--- src/rtl/scroll_ctrl.sv ---
// Per-frame viewport scroll sequencer: moves the screen window on each frame edge, then
// looks up the platform segment under the player. Define SCROLL_STATS_EN for frame_drop_cnt.
module scroll_ctrl #(
  parameter logic [13:0] MAP_LEN  = 14'd4473,
  parameter logic [13:0] SCREEN_W = 14'd639,
  parameter logic [13:0] SPEED    = 14'd10,
  parameter int          NUM_SEG  = 3,
  parameter logic [13:0] TOP_RST  = 14'd300,
  parameter logic [13:0] BOT_RST  = 14'd350,
  localparam int         AW       = (NUM_SEG > 1) ? $clog2(NUM_SEG) : 1
) (
  input  logic          Clk,
  input  logic          Reset_n,
  input  logic          frame_clk,
  input  logic [7:0]    keycode,
  input  logic [13:0]   player_location,
  output logic [AW-1:0] seg_addr,
  input  logic [13:0]   seg_x,
  input  logic [13:0]   seg_top,
  input  logic [13:0]   seg_bot,
  output logic [13:0]   left_bound,
  output logic [13:0]   right_bound,
  output logic          can_move,
  output logic [13:0]   top,
  output logic [13:0]   bot,
  output logic          upd_valid,
  output logic          busy
`ifdef SCROLL_STATS_EN
  ,output logic [7:0]   frame_drop_cnt
`endif
);

  localparam int            CW       = $clog2(NUM_SEG + 1);
  localparam logic [CW-1:0] LAST_CNT = CW'(NUM_SEG);
  localparam logic [7:0]    KEY_A    = 8'h04;
  localparam logic [7:0]    KEY_D    = 8'h07;

  typedef enum logic [1:0] {IDLE, SCROLL, SEARCH, COMMIT} state_t;

  state_t        state, state_nx;
  logic          frame_clk_d, fe;
  logic [7:0]    key_q;
  logic [13:0]   loc_q;
  logic [13:0]   sh_left, sh_right, sh_top, sh_bot;
  logic          sh_can_move;
  logic [CW-1:0] addr_cnt;
  logic          cmp_vld;
  logic          latch_en, commit_en, cmp_en, search_done, key_move;

  // Registered rising-edge detect turns the slow frame clock into a one-cycle pulse.
  always_ff @(posedge Clk) begin
    if (!Reset_n) begin
      frame_clk_d <= 1'b0;
      fe          <= 1'b0;
    end else begin
      // NOTE: sequential state uses non-blocking assignments so every register samples pre-edge values.
      frame_clk_d <= frame_clk;
      fe          <= frame_clk & ~frame_clk_d;
    end
  end

  always_ff @(posedge Clk) begin
    if (!Reset_n) state <= IDLE;
    else          state <= state_nx;
  end

  always_comb begin
    // NOTE: default assignment first so no path leaves state_nx unassigned (no latch).
    state_nx = state;
    case (state)
      IDLE:    if (fe) state_nx = SCROLL;
      SCROLL:  state_nx = key_move ? SEARCH : COMMIT;
      SEARCH:  if (search_done) state_nx = COMMIT;
      COMMIT:  state_nx = IDLE;
      default: state_nx = IDLE;
    endcase
  end

  always_comb begin
    busy        = (state != IDLE);
    latch_en    = (state == IDLE) && fe;
    commit_en   = (state == COMMIT);
    key_move    = (key_q == KEY_A) || (key_q == KEY_D);
    cmp_en      = (state == SEARCH) && cmp_vld;
    search_done = cmp_en && ((seg_x > loc_q) || (addr_cnt == LAST_CNT));
    seg_addr    = (addr_cnt >= LAST_CNT) ? AW'(NUM_SEG - 1) : AW'(addr_cnt);
  end

  always_ff @(posedge Clk) begin
    if (!Reset_n) begin
      key_q       <= '0;
      loc_q       <= '0;
      sh_left     <= '0;
      sh_right    <= SCREEN_W;
      sh_top      <= TOP_RST;
      sh_bot      <= BOT_RST;
      sh_can_move <= 1'b1;
      addr_cnt    <= '0;
      cmp_vld     <= 1'b0;
      left_bound  <= '0;
      right_bound <= SCREEN_W;
      top         <= TOP_RST;
      bot         <= BOT_RST;
      can_move    <= 1'b1;
      upd_valid   <= 1'b0;
    end else begin
      if (latch_en) begin
        key_q  <= keycode;
        loc_q  <= player_location;
        sh_top <= top;
        sh_bot <= bot;
      end

      if (state == SCROLL) begin
        if (key_q == KEY_A) begin
          if (left_bound <= SPEED) begin
            sh_left     <= '0;
            sh_right    <= SCREEN_W;
            sh_can_move <= 1'b1;
          end else begin
            sh_left     <= left_bound - SPEED;
            sh_right    <= right_bound - SPEED;
            sh_can_move <= 1'b0;
          end
        end else if (key_q == KEY_D) begin
          if ((right_bound + SPEED) >= MAP_LEN) begin
            sh_left     <= MAP_LEN - SCREEN_W;
            sh_right    <= MAP_LEN;
            sh_can_move <= 1'b1;
          end else begin
            sh_left     <= left_bound + SPEED;
            sh_right    <= right_bound + SPEED;
            sh_can_move <= 1'b0;
          end
        end else begin
          sh_left     <= left_bound;
          sh_right    <= right_bound;
          sh_can_move <= 1'b0;
        end
      end

      // Table has one cycle of read latency: address k goes out, entry k is compared next cycle.
      if (state == SEARCH) begin
        if (addr_cnt != LAST_CNT) begin
          addr_cnt <= addr_cnt + 1'b1;
          cmp_vld  <= 1'b1;
        end
        if (cmp_en && (seg_x <= loc_q)) begin
          sh_top <= seg_top;
          sh_bot <= seg_bot;
        end
      end else begin
        addr_cnt <= '0;
        cmp_vld  <= 1'b0;
      end

      if (commit_en) begin
        left_bound  <= sh_left;
        right_bound <= sh_right;
        top         <= sh_top;
        bot         <= sh_bot;
        can_move    <= sh_can_move;
      end
      upd_valid <= commit_en;
    end
  end

`ifdef SCROLL_STATS_EN
  always_ff @(posedge Clk) begin
    if (!Reset_n)                              frame_drop_cnt <= '0;
    else if (fe && busy && frame_drop_cnt != 8'hFF) frame_drop_cnt <= frame_drop_cnt + 8'd1;
  end
`endif

endmodule
--- config.mk ---
export PLATFORM = sky130hd
export DESIGN_NAME = scroll_ctrl
export DESIGN_NICKNAME = d
export VERILOG_FILES = /design/src/rtl/scroll_ctrl.sv
export SDC_FILE = /design/constraint.sdc
export NUM_CORES = 1
export LEC_CHECK = 0
export CORE_MARGIN = 3
export CORE_UTILIZATION = 35
export DETAILED_ROUTE_END_ITERATION = 8
export PLACE_DENSITY_LB_ADDON = 0.25
export SYNTH_ARGS = -nofsm -noshare
export SYNTH_HDL_FRONTEND = slang
export SYNTH_SLANG_ARGS = --single-unit
--- constraint.sdc ---
create_clock -name Clk -period 2.9 [get_ports Clk]
set_clock_uncertainty 0.15 [all_clocks]
set_input_delay 0.725 -clock Clk [delete_from_list [all_inputs] [get_ports Clk]]
set_output_delay 0.725 -clock Clk [all_outputs]
set_load 0.03 [all_outputs]
Yosys cells after proc, flatten, opt, wreduce, memory -nomap -nowiden
Index checks and enable logic that the tools add are counted.
Word-level totals
  flip-flop bits (word level): 144
  word-level logic and storage cells: 72
Operators by class
  add/subtract/negate cells: 5
  magnitude comparators: 5
  equality and inequality tests: 9
  muxes and demuxes: 23
  bitwise logic cells: 2
  reduce and logical (&&, ||, !) cells: 10
Operators by type and width (count)
  14-bit 2-to-1 mux: 14
  14-bit by 4-bit adder with 14-bit output, second input constant: 2
  14-bit by 4-bit subtractor with 14-bit output, second input constant: 2
  8-bit by 3-bit equality test with 1-bit output, second input constant: 2
  14-bit by 13-bit greater-or-equal comparator with 1-bit output, second input constant: 1
  14-bit greater-than comparator: 1
  14-bit <= comparator: 1
  14-bit by 4-bit <= comparator with 1-bit output, second input constant: 1
  2-bit case mux with 4 select lines: 1
  2-bit equality test, second input constant: 3
  2-bit 2-to-1 mux: 3
  2-bit != test, second input constant: 3
  1-bit 2-to-1 mux: 5
  1-bit logical AND: 4
  2-bit AND reduction: 2
  2-bit by 1-bit adder with 2-bit output, second input constant: 1
  2-bit by 1-bit equality test with 1-bit output, second input constant: 1
  2-bit greater-or-equal comparator, second input constant: 1
  2-bit zero test: 1
  1-bit logical OR: 2
  2-bit nonzero test: 1
  1-bit AND: 1
  1-bit inverter: 1

Depth between registers and ports, before layout
Gate-level depths: netlist of run 1.
  word-level depth: 5
  gate-level depth with buffers: 10

Worst setup path after synthesis of run 1
Ideal clock, no wire load.
  path type: input to register
  from: input port seg_x[3]
  to: register sh_top[5]
  arrival: 2.709 ns
  data required time: 2.629 ns
  path slack: -0.080 ns
  stages: 8
  cells stage by stage: ha_1 -> a21o_1 -> a2111oi_0 -> o221ai_1 -> a21oi_1 -> buf_2 -> buf_2 -> mux2_2
On the way
  longest elaborated chain between the ends: 4
Ends and longest elaborated chain
  from (decl): RTL line 18  | input logic [13:0] seg_x,
  14-bit <= comparator: RTL line 148  | if (cmp_en && (seg_x <= loc_q)) begin
  1-bit logical AND: RTL line 148
  14-bit 2-to-1 mux: RTL line 148
  14-bit 2-to-1 mux: RTL line 143  | if (state == SEARCH) begin
  to (signal assigned): RTL line 110  | sh_top <= top;
  to (signal assigned): RTL line 149  | sh_top <= seg_top;
  to (decl): RTL line 44  | logic [13:0] sh_left, sh_right, sh_top, sh_bot;
Every way passes these cells.
A chain may end at the register's enable or synchronous reset.

Worst setup path in the final report of run 1
  from: input port seg_x[11]
  to: register sh_top[3]
Same word-level chain as after synthesis.

==> results of run 1 <==
## power breakdown
group | leakage, nW | switching (mW) | internal, mW
combinational | 2.37 | 0.749 | 0.609
sequential | 1.17 | 0.136 | 2.20
clock | 0.292 | 0.908 | 1.39
total | 3.83 | 1.79 | 4.20
## path summary, 6_finish.rpt
check	from	endpoint	slack, ps	cells past startpoint
min reg2reg	frame_clk_d$_SDFF_PN0_	fe$_SDFF_PN0_	240	1
min	frame_clk_d$_SDFF_PN0_	fe$_SDFF_PN0_	240	1
max reg2reg	right_bound[1]$_SDFFE_PN1P_	sh_left[1]$_SDFFE_PN0P_	190	7
max	seg_x[11]	sh_top[3]$_SDFF_PN1_	60	9
## flip-flops by register name, summed over array words and instances, names as in the netlist
register / count
addr_cnt: 2
bot: 14
right_bound: 14
sh_right: 14
sh_bot: 14
top: 14
key_q: 8
sh_top: 14
frame_clk_d: 1
sh_can_move: 1
sh_left: 14
loc_q: 14
upd_valid: 1
state: 2
cmp_vld: 1
left_bound: 14
fe: 1
can_move: 1
## cells by family after synthesis
group                      Yosys count
AOI/OAI and AO/OA                  171
xor gates and xnor gates            21
adders and majority gates           25
buffers and inverters              106
DFF                                144
muxes                               84
and+or+nand+nor                    391
## area by class of cell
cell class	instances	area (µm²)
Multi-Input combinational cell	692	4470
Timing Repair Buffer	186	1810
Inverter	36	135
Fill cell	2053	11000
Sequential cell	144	2890
Tap cell	275	344
Clock buffer	19	443
Clock inverter	13	174
## cells in the mapped netlist (all sizes together), types with 5 or more instances
library cell  count  area share
or3               5      0.0041
o31ai             9      0.0088
o21ai            42       0.027
buf              23       0.017
xnor2            11       0.013
ha               25       0.041
mux2             11       0.016
a21oi            28       0.018
clkbuf           47       0.023
nor3             14      0.0091
and2              6      0.0049
a21boi           23       0.022
nand4             7      0.0096
nand2b           16       0.013
nor2             35       0.017
nor2b            44       0.036
mux2i            73       0.095
o221ai            7      0.0080
o211ai            6      0.0059
nor4              5      0.0049
nand2           209        0.10
inv              36       0.018
a31oi            13       0.011
or4               5      0.0054
nand3            25       0.016
a211oi            5      0.0049
xor2             10       0.011
a21o              7      0.0068
dfxtp           144        0.38
## layer usage
layer,track usage,vias up
met5,0,-
met1,0.244,3212
met3,0.0422,21
met4,0.0429,0
li1,-,3506
met2,0.276,182
## stage by stage
step	util	power, mW
global placement	0.446	3.70
finish	0.482	5.99
floorplan	-	3.24
detailed placement	0.446	3.73
CTS	0.476	6.04
global route	0.482	6.32
## repair_timing
item | in CTS | in global routing
resized for setup | 3 | 13
setup buffers | 0 | 2
hold buffers | 0 | 0
endpoints found under the setup margin | 28 | 27
cloned | 0 | 1
pin swaps | 0 | 5
==> impl_metrics.prom, run 1 <==
# TYPE chip_impl_metric gauge
chip_impl_metric{name="setup_tns",unit="ps"} 0
chip_impl_metric{name="cap_viol_max_count",unit=""} 0
chip_impl_info{name="mostFrequentLayoutCell",value="sky130_fd_sc_hd__nand2_1"} 1
chip_impl_metric{name="register_bit_total_from_synthesis",unit=""} 144
chip_impl_metric{name="synth.net_count",unit=""} 1034
chip_impl_metric{name="synth_cell_types",unit=""} 64
chip_impl_metric{name="synthMuxAreaShare",unit=""} 0.111
chip_impl_metric{name="maximum_number_of_buffers_from_clock_root_to_sink",unit=""} 2
chip_impl_metric{name="area_delta_synth_final",unit="%"} 33.5
chip_impl_metric{name="synth_enable_flop_cells",unit=""} 0
chip_impl_metric{name="routed-wl-met2",unit="µm"} 9600
chip_impl_metric{name="antenna_found_initial",unit=""} 0
chip_impl_metric{name="grt_overflow",unit=""} 0
chip_impl_info{name="yosys_most_used_dff",value="sky130_fd_sc_hd__dfxtp_1"} 1
chip_impl_metric{name="relSlewSlack",unit=""} 0.545
chip_impl_info{name="cts_root_buf",value="sky130_fd_sc_hd__clkbuf_16"} 1
chip_impl_metric{name="synthAdderAreaFrac",unit=""} 0.0407
chip_impl_info{name="tritoncts",value="yes"} 1
chip_impl_metric{name="syn_area_per_cell",unit="µm²"} 8.15
chip_impl_info{name="type_of_element_launching_the_critical_path",value="input pin"} 1
chip_impl_metric{name="synthXorXnorAreaFrac",unit=""} 0.0239
chip_impl_metric{name="viasPerCell",unit=""} 5.07
chip_impl_metric{name="instances_no_fill",unit=""} 1365
chip_impl_metric{name="stdcell_area",unit="µm²"} 10300
chip_impl_metric{name="cp_data_arrival_time",unit="ps"} 3000
chip_impl_metric{name="io_buffer_count",unit=""} 127
chip_impl_metric{name="cts.htree.levels",unit=""} 4
chip_impl_metric{name="max_clock_freq",unit="MHz"} 352
chip_impl_metric{name="layout_min_cycle_time",unit="ps"} 2840
chip_impl_metric{name="hpwl",unit="µm"} 14500
chip_impl_metric{name="ant_nets",unit=""} 0
chip_impl_metric{name="wl_met1",unit="µm"} 9970
chip_impl_info{name="endpoint_kind",value="flop"} 1
chip_impl_metric{name="routed_wl",unit="µm"} 20900
chip_impl_metric{name="worst_ir_drop_vdd",unit="V"} 0.000340
chip_impl_metric{name="hold_violations_final",unit=""} 0
chip_impl_metric{name="layout_setup_ws",unit="ps"} 62.9
chip_impl_metric{name="ys.warnings.count",unit=""} 0
chip_impl_metric{name="cts_num_sinks",unit=""} 144
chip_impl_metric{name="synthesized_cell_area",unit="µm²"} 7680
chip_impl_metric{name="sequential_element_share_of_the_synthesized_area",unit=""} 0.375
chip_impl_metric{name="ioPinCount",unit=""} 128
chip_impl_info{name="top_layer",value="met4"} 1
chip_impl_metric{name="power.leakage",unit="nW"} 3.83
chip_impl_metric{name="maximum_number_of_pins_on_one_net_before_global_route_repair",unit=""} 53
chip_impl_metric{name="globalRouteTotalUtil",unit=""} 0.176
chip_impl_metric{name="worst-path-buf-inv",unit=""} 2
chip_impl_info{name="critical_path_class",value="input pin to flop"} 1
chip_impl_metric{name="worst-slew-pin-transition",unit="ps"} 675
chip_impl_metric{name="fp.dieW",unit="µm"} 154
chip_impl_metric{name="core_area",unit="µm²"} 21300
chip_impl_info{name="holdCritPathClass",value="flop to flop"} 1
chip_impl_metric{name="post_synth_and_or_nand_nor_area_fraction",unit=""} 0.243
chip_impl_metric{name="placed_cells_incl_taps",unit=""} 1330
chip_impl_metric{name="pre_cts_ws",unit="ps"} -580
chip_impl_info{name="run_status",value="finished clean"} 1
chip_impl_metric{name="drive_gt1_frac",unit=""} 0.119
chip_impl_metric{name="number_of_max_slew_violations_in_the_final_report",unit=""} 0
chip_impl_info{name="setup_repair_after_global_routing_missed_its_margin",value="false"} 1
chip_impl_metric{name="synthArstFlopShare",unit=""} 0
chip_impl_metric{name="floorplan.die_area",unit="µm²"} 23800
chip_impl_metric{name="setup_violations_final",unit=""} 0
chip_impl_metric{name="power.density_cell_area",unit="nW/µm²"} 584
chip_impl_metric{name="diodes",unit=""} 0
chip_impl_metric{name="core.rowCount",unit=""} 53
chip_impl_metric{name="drc_errors",unit=""} 0
chip_impl_metric{name="hold_slack",unit="ps"} 237
chip_impl_metric{name="synth_compound_area_frac",unit=""} 0.148
chip_impl_metric{name="floorplan.initialDensity",unit=""} 0.361
chip_impl_metric{name="layout.nets",unit=""} 1169
chip_impl_info{name="worst_path_max_delay_cell",value="sky130_fd_sc_hd__clkdlybuf4s50_1"} 1
chip_impl_metric{name="grt_pass1_vias",unit=""} 6662
chip_impl_metric{name="required_time_reported_for_the_critical_path_endpoint",unit="ps"} 3060
chip_impl_metric{name="detailed_place.area",unit="µm²"} 9500
chip_impl_metric{name="drt_pre_antenna_iters",unit=""} 5
chip_impl_metric{name="min_period_over_period",unit=""} 0.978
chip_impl_metric{name="routed-via-count",unit=""} 6921
chip_impl_metric{name="clk_latency",unit="ps"} 430
chip_impl_metric{name="cp_slowest_stage_delay",unit="ps"} 400
chip_impl_metric{name="initialDrtViolationCount",unit=""} 350
chip_impl_metric{name="globalplace.congestion",unit=""} 0.885
chip_impl_metric{name="netlist_instances",unit=""} 942
chip_impl_metric{name="drt-wirelength-per-cell",unit="µm"} 15.3
chip_impl_metric{name="clk_transition_reported_paths",unit="ps"} 70
chip_impl_metric{name="timing.critical_path.fanout_max",unit=""} 8
chip_impl_metric{name="met3_wirelength",unit="µm"} 1080
chip_impl_info{name="final_cell_mix",value="207 x sky130_fd_sc_hd__nand2_1, 142 x sky130_fd_sc_hd__dfxtp_1, 122 x sky130_fd_sc_hd__clkdlybuf4s50_1, 72 x sky130_fd_sc_hd__mux2i_1, 52 x sky130_fd_sc_hd__buf_4"} 1
chip_impl_info{name="critical_path.cell_chain",value="clkdlybuf4s50_1, ha_1, a21o_1, a21o_1, a21oi_1, o221ai_4, a21oi_4, clkbuf_16, mux2_2"} 1
chip_impl_info{name="critPathTopFamily",value="compound AO/OA/AOI/OAI gates"} 1
chip_impl_metric{name="die_h",unit="µm"} 154
chip_impl_metric{name="wire_length_of_the_first_global_routing_pass",unit="µm"} 34600
chip_impl_info{name="synth_top_family_by_area",value="simple AND/OR/NAND/NOR gates"} 1
chip_impl_metric{name="tritoncts_buffer_count",unit=""} 17
chip_impl_info{name="worst_path_most_repeated_cell",value="sky130_fd_sc_hd__a21o_1"} 1
(Power assumes the default switching activity.)
==> run 2: changes to the inputs <==
- CAP_MARGIN: unset -> 10
==> results of run 2 <==
Final layout, timing and power as in run 1 (identical DEF).
==> run 3: changes to the inputs <==
- CELL_PAD_IN_SITES_DETAIL_PLACEMENT: unset -> 0
- CELL_PAD_IN_SITES_GLOBAL_PLACEMENT: unset -> 1
==> run 3 against run 2 <==
  * Clock power down 6%
  * Die area unchanged
  * Worst setup slack better by 31 ps
  * Global-route usage up 0.13 points
  * Non-clock buffer count down 2
  * Register-to-register slack worse by 40 ps
  * Fmax up 1.1%
  * Via count down 1.5%
  * Power down 2.6%
  * Critical path depth up 1
  * Sequential share of layout area up 0.23 points
  * Combinational power about the same
  * Critical endpoint is now sh_bot[1]$_SDFF_PN1_
==> impl_metrics.prom, run 3 (synthesis results as in run 1) <==
# TYPE chip_impl_metric gauge
chip_impl_metric{name="required_time_reported_for_the_critical_path_endpoint",unit="ps"} 3060
chip_impl_metric{name="worst_ir_drop_vdd",unit="V"} 0.000378
chip_impl_metric{name="ioPinCount",unit=""} 128
chip_impl_metric{name="globalplace.congestion",unit=""} 0.827
chip_impl_metric{name="diodes",unit=""} 0
chip_impl_metric{name="power.density_cell_area",unit="nW/µm²"} 574
chip_impl_info{name="endpoint_kind",value="flop"} 1
chip_impl_info{name="type_of_element_launching_the_critical_path",value="input pin"} 1
chip_impl_metric{name="setup_violations_final",unit=""} 0
chip_impl_metric{name="relSlewSlack",unit=""} 0.521
chip_impl_metric{name="min_period_over_period",unit=""} 0.967
chip_impl_metric{name="setup_tns",unit="ps"} 0
chip_impl_metric{name="area_delta_synth_final",unit="%"} 32.4
chip_impl_metric{name="initialDrtViolationCount",unit=""} 260
chip_impl_info{name="mostFrequentLayoutCell",value="sky130_fd_sc_hd__nand2_1"} 1
chip_impl_metric{name="antenna_found_initial",unit=""} 0
chip_impl_metric{name="drc_errors",unit=""} 0
chip_impl_metric{name="clk_latency",unit="ps"} 430
chip_impl_metric{name="floorplan.initialDensity",unit=""} 0.361
chip_impl_metric{name="power.leakage",unit="nW"} 3.78
chip_impl_info{name="tritoncts",value="yes"} 1
chip_impl_metric{name="gr-usage-met2",unit=""} 0.289
chip_impl_metric{name="grt_pass1_vias",unit=""} 6761
chip_impl_metric{name="maximum_number_of_pins_on_one_net_before_global_route_repair",unit=""} 47
chip_impl_metric{name="drt-wirelength-per-cell",unit="µm"} 15.4
chip_impl_metric{name="timing.critical_path.fanout_max",unit=""} 7
chip_impl_metric{name="hpwl",unit="µm"} 14700
chip_impl_metric{name="hold_slack",unit="ps"} 230
chip_impl_metric{name="ant_nets",unit=""} 0
chip_impl_metric{name="globalRouteTotalUtil",unit=""} 0.177
chip_impl_info{name="cts_root_buf",value="sky130_fd_sc_hd__clkbuf_16"} 1
chip_impl_metric{name="cts_num_sinks",unit=""} 144
chip_impl_metric{name="cp_slowest_stage_delay",unit="ps"} 400
chip_impl_metric{name="layout_min_cycle_time",unit="ps"} 2810
chip_impl_metric{name="routed-via-count",unit=""} 6819
chip_impl_info{name="critical_path.cell_chain",value="clkdlybuf4s50_1, ha_1, a21o_1, a2111oi_2, buf_4, o221ai_2, a21oi_4, buf_12, buf_8, mux2_2"} 1
chip_impl_metric{name="drt_pre_antenna_iters",unit=""} 5
chip_impl_metric{name="floorplan.die_area",unit="µm²"} 23800
chip_impl_metric{name="cap_viol_max_count",unit=""} 0
chip_impl_metric{name="io_buffer_count",unit=""} 127
chip_impl_metric{name="grt_overflow",unit=""} 0
chip_impl_metric{name="fp.dieW",unit="µm"} 154
chip_impl_metric{name="tritoncts_buffer_count",unit=""} 17
chip_impl_metric{name="cts.htree.levels",unit=""} 4
chip_impl_info{name="worst_path_max_delay_cell",value="sky130_fd_sc_hd__clkdlybuf4s50_1"} 1
chip_impl_metric{name="core.rowCount",unit=""} 53
chip_impl_metric{name="core_area",unit="µm²"} 21300
chip_impl_metric{name="clk_transition_reported_paths",unit="ps"} 60
chip_impl_info{name="holdCritPathClass",value="flop to flop"} 1
chip_impl_metric{name="placed_cells_incl_taps",unit=""} 1327
chip_impl_metric{name="routed_wl",unit="µm"} 21000
chip_impl_metric{name="hold_violations_final",unit=""} 0
chip_impl_metric{name="viasPerCell",unit=""} 5.00
chip_impl_info{name="critical_path_class",value="input pin to flop"} 1
chip_impl_metric{name="global_route.usage.met3",unit=""} 0.0436
chip_impl_metric{name="grt_util_met1",unit=""} 0.238
chip_impl_metric{name="number_of_max_slew_violations_in_the_final_report",unit=""} 0
chip_impl_info{name="final_cell_mix",value="207 x sky130_fd_sc_hd__nand2_1, 142 x sky130_fd_sc_hd__dfxtp_1, 123 x sky130_fd_sc_hd__clkdlybuf4s50_1, 73 x sky130_fd_sc_hd__mux2i_1, 49 x sky130_fd_sc_hd__buf_4"} 1
chip_impl_metric{name="layout.nets",unit=""} 1167
chip_impl_info{name="run_status",value="finished clean"} 1
chip_impl_metric{name="worst-slew-pin-transition",unit="ps"} 711
chip_impl_metric{name="cp_data_arrival_time",unit="ps"} 2970
chip_impl_info{name="globalRoute.busiestLayer",value="met2"} 1
chip_impl_metric{name="drive_gt1_frac",unit=""} 0.117
chip_impl_metric{name="instances_no_fill",unit=""} 1363
chip_impl_metric{name="die_h",unit="µm"} 154
chip_impl_metric{name="wire_length_of_the_first_global_routing_pass",unit="µm"} 34600
chip_impl_metric{name="max_clock_freq",unit="MHz"} 356
chip_impl_metric{name="maximum_number_of_buffers_from_clock_root_to_sink",unit=""} 2
chip_impl_info{name="setup_repair_after_global_routing_missed_its_margin",value="false"} 1
run 3: path summary, 6_finish.rpt:
| kind | startpoint | endpoint | slack (ps) | cells after the start |
|---|---|---|---|---|
| worst max-delay path | seg_x[2] | sh_bot[1]$_SDFF_PN1_ | 90 | 10 |
| worst min-delay path | frame_clk_d$_SDFF_PN0_ | fe$_SDFF_PN0_ | 230 | 1 |
| worst min register to register | frame_clk_d$_SDFF_PN0_ | fe$_SDFF_PN0_ | 230 | 1 |
| worst max register to register | right_bound[1]$_SDFFE_PN1P_ | sh_left[1]$_SDFFE_PN0P_ | 150 | 7 |
run 3: layout make-up:
type                       count  area [µm²]
fill                        2065       11100
multi-input combinational    692        4430
sequential                   144        2890
timing repair buffer         184        1800
clock buffer                  18         429
tap                          275         344
clock inverter                14         148
inverter                      36         135
run 3: critical path: cells and delay by family:
| kind | cells | cell delay, ps |
|---|---|---|
| fa+ha+maj | 1 | 190 |
| mux | 1 | 330 |
| buf+inv | 4 | 830 |
| compound gates | 4 | 890 |
run 3: report_power, final:
part	total (mW)	leakage, nW	internal [mW]	switching (mW)
sequential	2.33	1.17	2.20	0.135
clock	2.17	0.274	1.21	0.952
combinational	1.34	2.34	0.603	0.738
total	5.84	3.78	4.01	1.83
run 3: routing by layer:
| layer | wire length [µm] | share of wire |
|---|---|---|
| met1 | 10200 | 0.48 |
| met2 | 9760 | 0.46 |
| met3 | 931 | 0.044 |
| met4 | 159 | 0.0076 |
| met5 | 0 | 0 |
run 3: what timing repair did:
item                                    4_1_cts  5_1_grt
resized for setup                             3        9
hold buffers                                  0        0
pin swaps                                     1        3
setup buffers                                 0        4
hold endpoints to repair                      0        0
endpoints found under the setup margin       28       25
run 3: per-stage QoR:
stage | worst slack, ps | utilization | instance area [µm²] | total power [mW]
floorplan | 30.3 | - | 7690 | 3.24
global placement | -502 | 0.446 | 9490 | 3.72
detailed placement | -536 | 0.446 | 9490 | 3.72
CTS | 28.6 | 0.473 | 10100 | 5.91
global route | 20.4 | 0.478 | 10200 | 6.18
finish | 94.3 | 0.478 | 10200 | 5.84
